[config.mk]
export PLATFORM = sky130hd
export DESIGN_NAME = if_id_pipe_flat
export DESIGN_NICKNAME = d
export VERILOG_FILES = /design/src/rtl/if_id_pipe_if.sv /design/src/rtl/if_id_pipe.sv /design/src/flat_wrapper.sv
export SDC_FILE = /design/constraint.sdc
export NUM_CORES = 1
export LEC_CHECK = 0
export BUFFER_PORTS_ARGS = -buffer_cell sky130_fd_sc_hd__buf_2
export CAP_MARGIN = 5
export CORE_ASPECT_RATIO = 0.5
export CORE_UTILIZATION = 47
export DETAILED_ROUTE_END_ITERATION = 8
export PLACE_DENSITY = 0.75
export RECOVER_POWER = 100
export SYNTH_ARGS = -nofsm -noshare
export SYNTH_HDL_FRONTEND = slang
export SYNTH_SLANG_ARGS = --single-unit
[constraint.sdc]
create_clock -name clk -period 4.4 [get_ports clk]
set_clock_uncertainty 0.05 [all_clocks]
set_input_delay 0.88 -clock clk [delete_from_list [all_inputs] [get_ports clk]]
set_output_delay 0.88 -clock clk [all_outputs]
set_load 0.01 [all_outputs]
[src/rtl/if_id_pipe_if.sv]
// -----------------------------------------------------------------------------
// if_id_pipe_if
//   Bundles the fetch-side and decode-side handshakes of the IF/ID stage,
//   plus the flush strobe and the occupancy status.
//   master : driven by the fetch/decode environment (flush, in_*, out_ready)
//   slave  : the pipeline stage itself (in_ready, out_*, occupancy)
// -----------------------------------------------------------------------------
interface if_id_pipe_if #(
    parameter int INSTR_W = 32,
    parameter int PC_W    = 32
);
    logic               flush;
    logic               in_valid;
    logic               in_ready;
    logic [INSTR_W-1:0] in_instr;
    logic [PC_W-1:0]    in_npc;
    logic               out_valid;
    logic               out_ready;
    logic [INSTR_W-1:0] out_instr;
    logic [PC_W-1:0]    out_npc;
    logic [1:0]         occupancy;

    modport master (
        output flush, in_valid, in_instr, in_npc, out_ready,
        input  in_ready, out_valid, out_instr, out_npc, occupancy
    );

    modport slave (
        input  flush, in_valid, in_instr, in_npc, out_ready,
        output in_ready, out_valid, out_instr, out_npc, occupancy
    );
endinterface

[src/rtl/if_id_pipe.sv]
// -----------------------------------------------------------------------------
// if_id_pipe
//   IF/ID pipeline register with valid/ready handshake, synchronous flush and a
//   2-entry skid buffer. The main register drives decode; the skid register
//   catches the one word fetch may still push in the cycle decode stalls, so
//   in_ready can be a flop rather than a combinational function of out_ready.
// Ports
//   clk   : rising-edge clock
//   reset : asynchronous, active-low reset
//   bus   : slave side of if_id_pipe_if (flush, in_* handshake, out_* handshake,
//           occupancy)
// -----------------------------------------------------------------------------
module if_id_pipe #(
    parameter int                 INSTR_W   = 32,
    parameter int                 PC_W      = 32,
    parameter logic [INSTR_W-1:0] NOP_INSTR = INSTR_W'(32'h00000013)
) (
    input  logic        clk,
    input  logic        reset,
    if_id_pipe_if.slave bus
);

    typedef enum logic [1:0] {
        S_EMPTY = 2'd0,
        S_ONE   = 2'd1,
        S_FULL  = 2'd2
    } state_t;

    state_t             r_state;
    logic               r_in_ready;
    logic [INSTR_W-1:0] r_main_instr;
    logic [PC_W-1:0]    r_main_npc;
    logic [INSTR_W-1:0] r_skid_instr;
    logic [PC_W-1:0]    r_skid_npc;

    logic w_out_valid;
    logic w_acc;
    logic w_pop;
    logic w_load_main_in;
    logic w_load_main_skid;
    logic w_load_skid;

    assign w_out_valid = (r_state != S_EMPTY);
    assign w_acc       = bus.in_valid & r_in_ready;
    assign w_pop       = w_out_valid & bus.out_ready;

    // Data-path steering; writes in a flush cycle are harmless because the
    // state goes EMPTY and the valid bit masks whatever was loaded.
    always_comb begin
        w_load_main_in   = 1'b0;
        w_load_main_skid = 1'b0;
        w_load_skid      = 1'b0;
        case (r_state)
            S_EMPTY: w_load_main_in   = w_acc;
            S_ONE: begin
                w_load_main_in   = w_acc & w_pop;
                w_load_skid      = w_acc & ~w_pop;
            end
            S_FULL:  w_load_main_skid = w_pop;
            default: ;
        endcase
    end

    // Occupancy FSM; in_ready is registered as (next state != FULL).
    always_ff @(posedge clk or negedge reset) begin
        if (!reset) begin
            r_state    <= S_EMPTY;
            r_in_ready <= 1'b1;
        end else if (bus.flush) begin
            r_state    <= S_EMPTY;
            r_in_ready <= 1'b1;
        end else begin
            case (r_state)
                S_EMPTY: begin
                    if (w_acc) r_state <= S_ONE;
                    r_in_ready <= 1'b1;
                end
                S_ONE: begin
                    if (w_acc && !w_pop) begin
                        r_state    <= S_FULL;
                        r_in_ready <= 1'b0;
                    end else begin
                        if (!w_acc && w_pop) r_state <= S_EMPTY;
                        r_in_ready <= 1'b1;
                    end
                end
                S_FULL: begin
                    // in_ready is low here, so no accept can coincide
                    if (w_pop) begin
                        r_state    <= S_ONE;
                        r_in_ready <= 1'b1;
                    end
                end
                default: begin
                    r_state    <= S_EMPTY;
                    r_in_ready <= 1'b1;
                end
            endcase
        end
    end

    // Data registers carry no reset; only the valid state is reset.
    always_ff @(posedge clk) begin
        if (w_load_main_in) begin
            r_main_instr <= bus.in_instr;
            r_main_npc   <= bus.in_npc;
        end else if (w_load_main_skid) begin
            r_main_instr <= r_skid_instr;
            r_main_npc   <= r_skid_npc;
        end
        if (w_load_skid) begin
            r_skid_instr <= bus.in_instr;
            r_skid_npc   <= bus.in_npc;
        end
    end

    assign bus.in_ready  = r_in_ready;
    assign bus.out_valid = w_out_valid;
    assign bus.out_instr = w_out_valid ? r_main_instr : NOP_INSTR;
    assign bus.out_npc   = w_out_valid ? r_main_npc   : '0;
    assign bus.occupancy = r_state;

endmodule
[src/flat_wrapper.sv]
// flat-port wrapper written by rule: the top's interface ports become plain ports
module if_id_pipe_flat 
#(
    parameter int                 INSTR_W   = 32,
    parameter int                 PC_W      = 32,
    parameter logic [INSTR_W-1:0] NOP_INSTR = INSTR_W'(32'h00000013)
)
  (clk, reset, bus_flush, bus_in_valid, bus_in_instr, bus_in_npc, bus_out_ready, bus_in_ready, bus_out_valid, bus_out_instr, bus_out_npc, bus_occupancy);
  if_id_pipe_if #(.INSTR_W(INSTR_W), .PC_W(PC_W)) bus_i ();
  input  logic clk;
  input  logic reset;
  input wire logic [$bits(bus_i.flush)-1:0] bus_flush;
  input wire logic [$bits(bus_i.in_valid)-1:0] bus_in_valid;
  input wire logic [$bits(bus_i.in_instr)-1:0] bus_in_instr;
  input wire logic [$bits(bus_i.in_npc)-1:0] bus_in_npc;
  input wire logic [$bits(bus_i.out_ready)-1:0] bus_out_ready;
  output wire logic [$bits(bus_i.in_ready)-1:0] bus_in_ready;
  output wire logic [$bits(bus_i.out_valid)-1:0] bus_out_valid;
  output wire logic [$bits(bus_i.out_instr)-1:0] bus_out_instr;
  output wire logic [$bits(bus_i.out_npc)-1:0] bus_out_npc;
  output wire logic [$bits(bus_i.occupancy)-1:0] bus_occupancy;
  assign bus_i.flush = bus_flush;
  assign bus_i.in_valid = bus_in_valid;
  assign bus_i.in_instr = bus_in_instr;
  assign bus_i.in_npc = bus_in_npc;
  assign bus_i.out_ready = bus_out_ready;
  assign bus_in_ready = bus_i.in_ready;
  assign bus_out_valid = bus_i.out_valid;
  assign bus_out_instr = bus_i.out_instr;
  assign bus_out_npc = bus_i.out_npc;
  assign bus_occupancy = bus_i.occupancy;
  if_id_pipe #(.INSTR_W(INSTR_W), .PC_W(PC_W), .NOP_INSTR(NOP_INSTR)) u_core (.clk(clk), .reset(reset), .bus(bus_i));
endmodule
==> run_results.csv <==
group,metric,value,unit
run_status,status,"finished, violations left",
run_status,failed_checks,"design-rule violations, max-capacitance violations, max-slew violations",
global_route,track_usage,0.1756,
worst_setup_path,rrSetupSlack,880,ps
route,via_count,2913,
logic_synthesis,synthCells,294,
timing,hold_viol,0,
die,num_io_pins,137,
logic_synthesis,synth-compound-area-share,0.01229,
worst_setup_path,crit_path_start_kind,"register",
clock_tree,clk_path_buf_depth,2,
power_and_ir_drop,p_total,0.003310,W
finish,fin_nets,508,
clock_tree,holdBufCountCts,0,
timing,rsz0062_at_grt,"false",
global_route,grt_max_degree,67,
logic_synthesis,synth_warnings,0,
timing,drv_slew,46,
logic_synthesis,ys_seq_elements,131,
route,route.detailed.drc,14,
timing,fin_ws,875.5,ps
power_and_ir_drop,internal-power,0.002598,W
logic_synthesis,synth.most_common_cell,"edfxtp_1",
global_route,gr-total-overflow,0,
timing,max_slew_margin,-0.4776,
die,dieWidth,152.1,um
power_and_ir_drop,combPwrFrac,0.107,
logic_synthesis,netlist-cell-type-count,24,
power_and_ir_drop,seqPwrFrac,0.463,
global_route,grt_pass1_wl,15450,um
worst_setup_path,required,4380,ps
worst_setup_path,crit_arrival,3510,ps
logic_synthesis,netlist.top_cell.by_area,"edfxtp_1",
power_and_ir_drop,vdd_drop_max,0.0002928,V
logic_synthesis,synth.top_cells.by_count,"edfxtp_1 (128), and2_1 (62), mux2_2 (59), clkbuf_1 (7), buf_6 (6)",
power_and_ir_drop,clkPwrFrac,0.431,
timing,min_period,3525,ps
die,die-area,11710,sq um
finish,area_growth_syn_to_layout,24.82,%
worst_setup_path,r2r.worst_path.cells,3,
global_route,grt_pass1_vias,3077,
worst_setup_path,cpLargestDelayFamily,"compound AO/OA/AOI/OAI gates",
route,drt_pre_antenna_iters,6,
logic_synthesis,synth.area.mux_share,0.1362,
logic_synthesis,synth-xor-area-share,0,
worst_setup_path,crit_fanout,41,
timing,fmax,283.7,MHz
worst_setup_path,crit_type,"register to register",
clock_tree,clock_latency,400,ps
placed_design,dp_hpwl,6023,um
clock_tree,cts_resized,0,
timing,finalCritPeriodShare,0.8010,
finish,drive_gt1_frac,0.3659,
placed_design,port_buffers,136,
power_and_ir_drop,power_switching,0.0007113,W
worst_setup_path,critPathBufInv,1,
worst_setup_path,slowest_delay,1660,ps
logic_synthesis,synth_ff_type,"edfxtp_1",
route,drtIter0Drc,153,
finish,antenna_cells,0,
clock_tree,htree_levels,4,
route,ant_nets,0,
route,drt-vias-per-instance,4.929,
clock_tree,cts_made_buffers,17,
clock_tree,clkSinkCount,131,
logic_synthesis,synthesis.area,5293,sq um
worst_setup_path,timing.rr.start,"u_core.bus.in_ready",
die,rows,26,
clock_tree,cts_tree,"built",
logic_synthesis,syn_area_per_cell,18.00,sq um
power_and_ir_drop,p_leak,2.426,nW
logic_synthesis,synth_nets,364,
clock_tree,cts_setup_buffers,0,
worst_setup_path,endpoint_kind,"register",
placed_design,dp_slack,1371,ps
power_and_ir_drop,switching_share,0.2149,
worst_setup_path,cp_cell_sequence,"nand3b_4 -> o2bb2ai_1 -> buf_4",
die,fp.dieH,77.04,um
run,cap_violations,2,
clock_tree,clockRootBuffer,"clkbuf_16",
timing,tightest_slew,2216,ps
logic_synthesis,synthAdderAreaFrac,0.002364,
logic_synthesis,synth_seq_area_share,0.7407,
worst_setup_path,cp_slowest_cell,"o2bb2ai_1",
timing,setup-violations-final,0,
hold_path,hp-class,"primary input to async pin",
power_and_ir_drop,power_density,501.0,nW/um^2
route,post_drt_wl_per_cell,16.11,um
logic_synthesis,synth-simple-area-share,0.08723,
worst_setup_path,r2r_end,"u_core.r_main_npc[28]",
logic_synthesis,synth_enable_flop_cells,128,
clock_tree,path_clk_slew,50,ps
route,drt_wl_total,9520,um
placed_design,gp_congestion,0.7220,
logic_synthesis,synth_top_family_by_area,"multiplexers",
die,core-area,10570,sq um
finish,fill_cells,825,
finish,final_core_util,0.6249,
logic_synthesis,synth_area_leaders,"edfxtp_1 (73%), mux2_2 (13%), and2_1 (7.3%)",
timing,fin_setup_tns,0,ps
logic_synthesis,postSynth.asyncResetShare,0.02290,
global_route,antenna_found_initial,0,
die,initial_core_util,0.5006,
logic_synthesis,synth_top_area_frac,0.7262,
## area by class of cell
cell class,instances,area [sq um],area share
Clock buffer,20,436.7,0.06610
Clock inverter,12,162.7,0.02462
Multi-Input combinational cell,146,1249,0.1890
Timing Repair Buffer,139,651.9,0.09867
Inverter,3,11.26,0.001705
Tap cell,140,175.2,0.02652
Sequential cell,131,3920,0.5934
## worst reg2reg max path, delay by kind of cell (launching register included)
| family | cells | cell delay (ps) |
|---|---|---|
| AO/OA/AOI/OAI | 1 | 1660 |
| flip-flops | 1 | 590 |
| AND/OR/NAND/NOR | 1 | 110 |
| buffers and inverters | 1 | 720 |
## per-stage QoR
step                instance area (sq um)  instances  hold slack (ps)
floorplan                            5299        294            451.3
global placement                     6113        559            458.8
detailed placement                   6113        559            468.5
CTS                                  6713        591            198.9
global route                         6606        591            236.2
finish                               6606        591            226.8
## how the worst max path moves through the flow
stage	slack [ps]	from	cells past startpoint	to
floorplan	1180	bus_in_valid	2	u_core.r_main_instr[0]
global placement	1430	u_core.bus.occupancy[0]	6	u_core.r_skid_instr[6]
detailed placement	1370	u_core.bus.occupancy[0]	6	u_core.r_skid_npc[30]
CTS	1160	u_core.bus.occupancy[0]	3	bus_out_instr[21]
global route	600	u_core.bus.in_ready	3	u_core.r_main_instr[19]
finish	880	u_core.bus.in_ready	3	u_core.r_main_npc[28]
## cell families after synthesis
logic type / Yosys count
and+or+nand+nor: 73
adders and majority gates: 1
AOI/OAI and AO/OA: 8
muxes: 64
buffers and inverters: 17
DFF: 131
## layout by cell type (no fill, tap or decap), types with 4 or more instances in the layout
| master | instances |
|---|---|
| and2_0 | 37 |
| and2_1 | 25 |
| buf_2 | 75 |
| bufinv_16 | 4 |
| clkbuf_1 | 64 |
| clkbuf_16 | 17 |
| edfxtp_1 | 128 |
| mux2_1 | 6 |
| mux2_2 | 58 |
## sequential cells by signal, indices dropped and copies added, names as in the netlist
name / cells
u_core.bus.occupancy: 2
u_core.r_main_instr: 32
u_core.r_skid_instr: 32
u_core.r_main_npc: 32
u_core.bus.in_ready: 1
u_core.r_skid_npc: 32
## power by group through the flow
stage               Clock [W]  Sequential [W]  Combinational, W
CTS                   0.00146         0.00153          0.000376
finish                0.00143         0.00153          0.000353
global placement            0         0.00155          0.000367
floorplan                   0         0.00155          0.000236
detailed placement          0         0.00156          0.000374
global route          0.00151         0.00154          0.000387
## metal layers
metal  GRT usage  part of all wire  wire (um)
met1      0.2100              0.44       4143
met2      0.2981              0.51       4836
met3     0.04579             0.037        355
met4     0.08878             0.019        184
met5           0                 0          0
(Power assumes the default switching activity.)
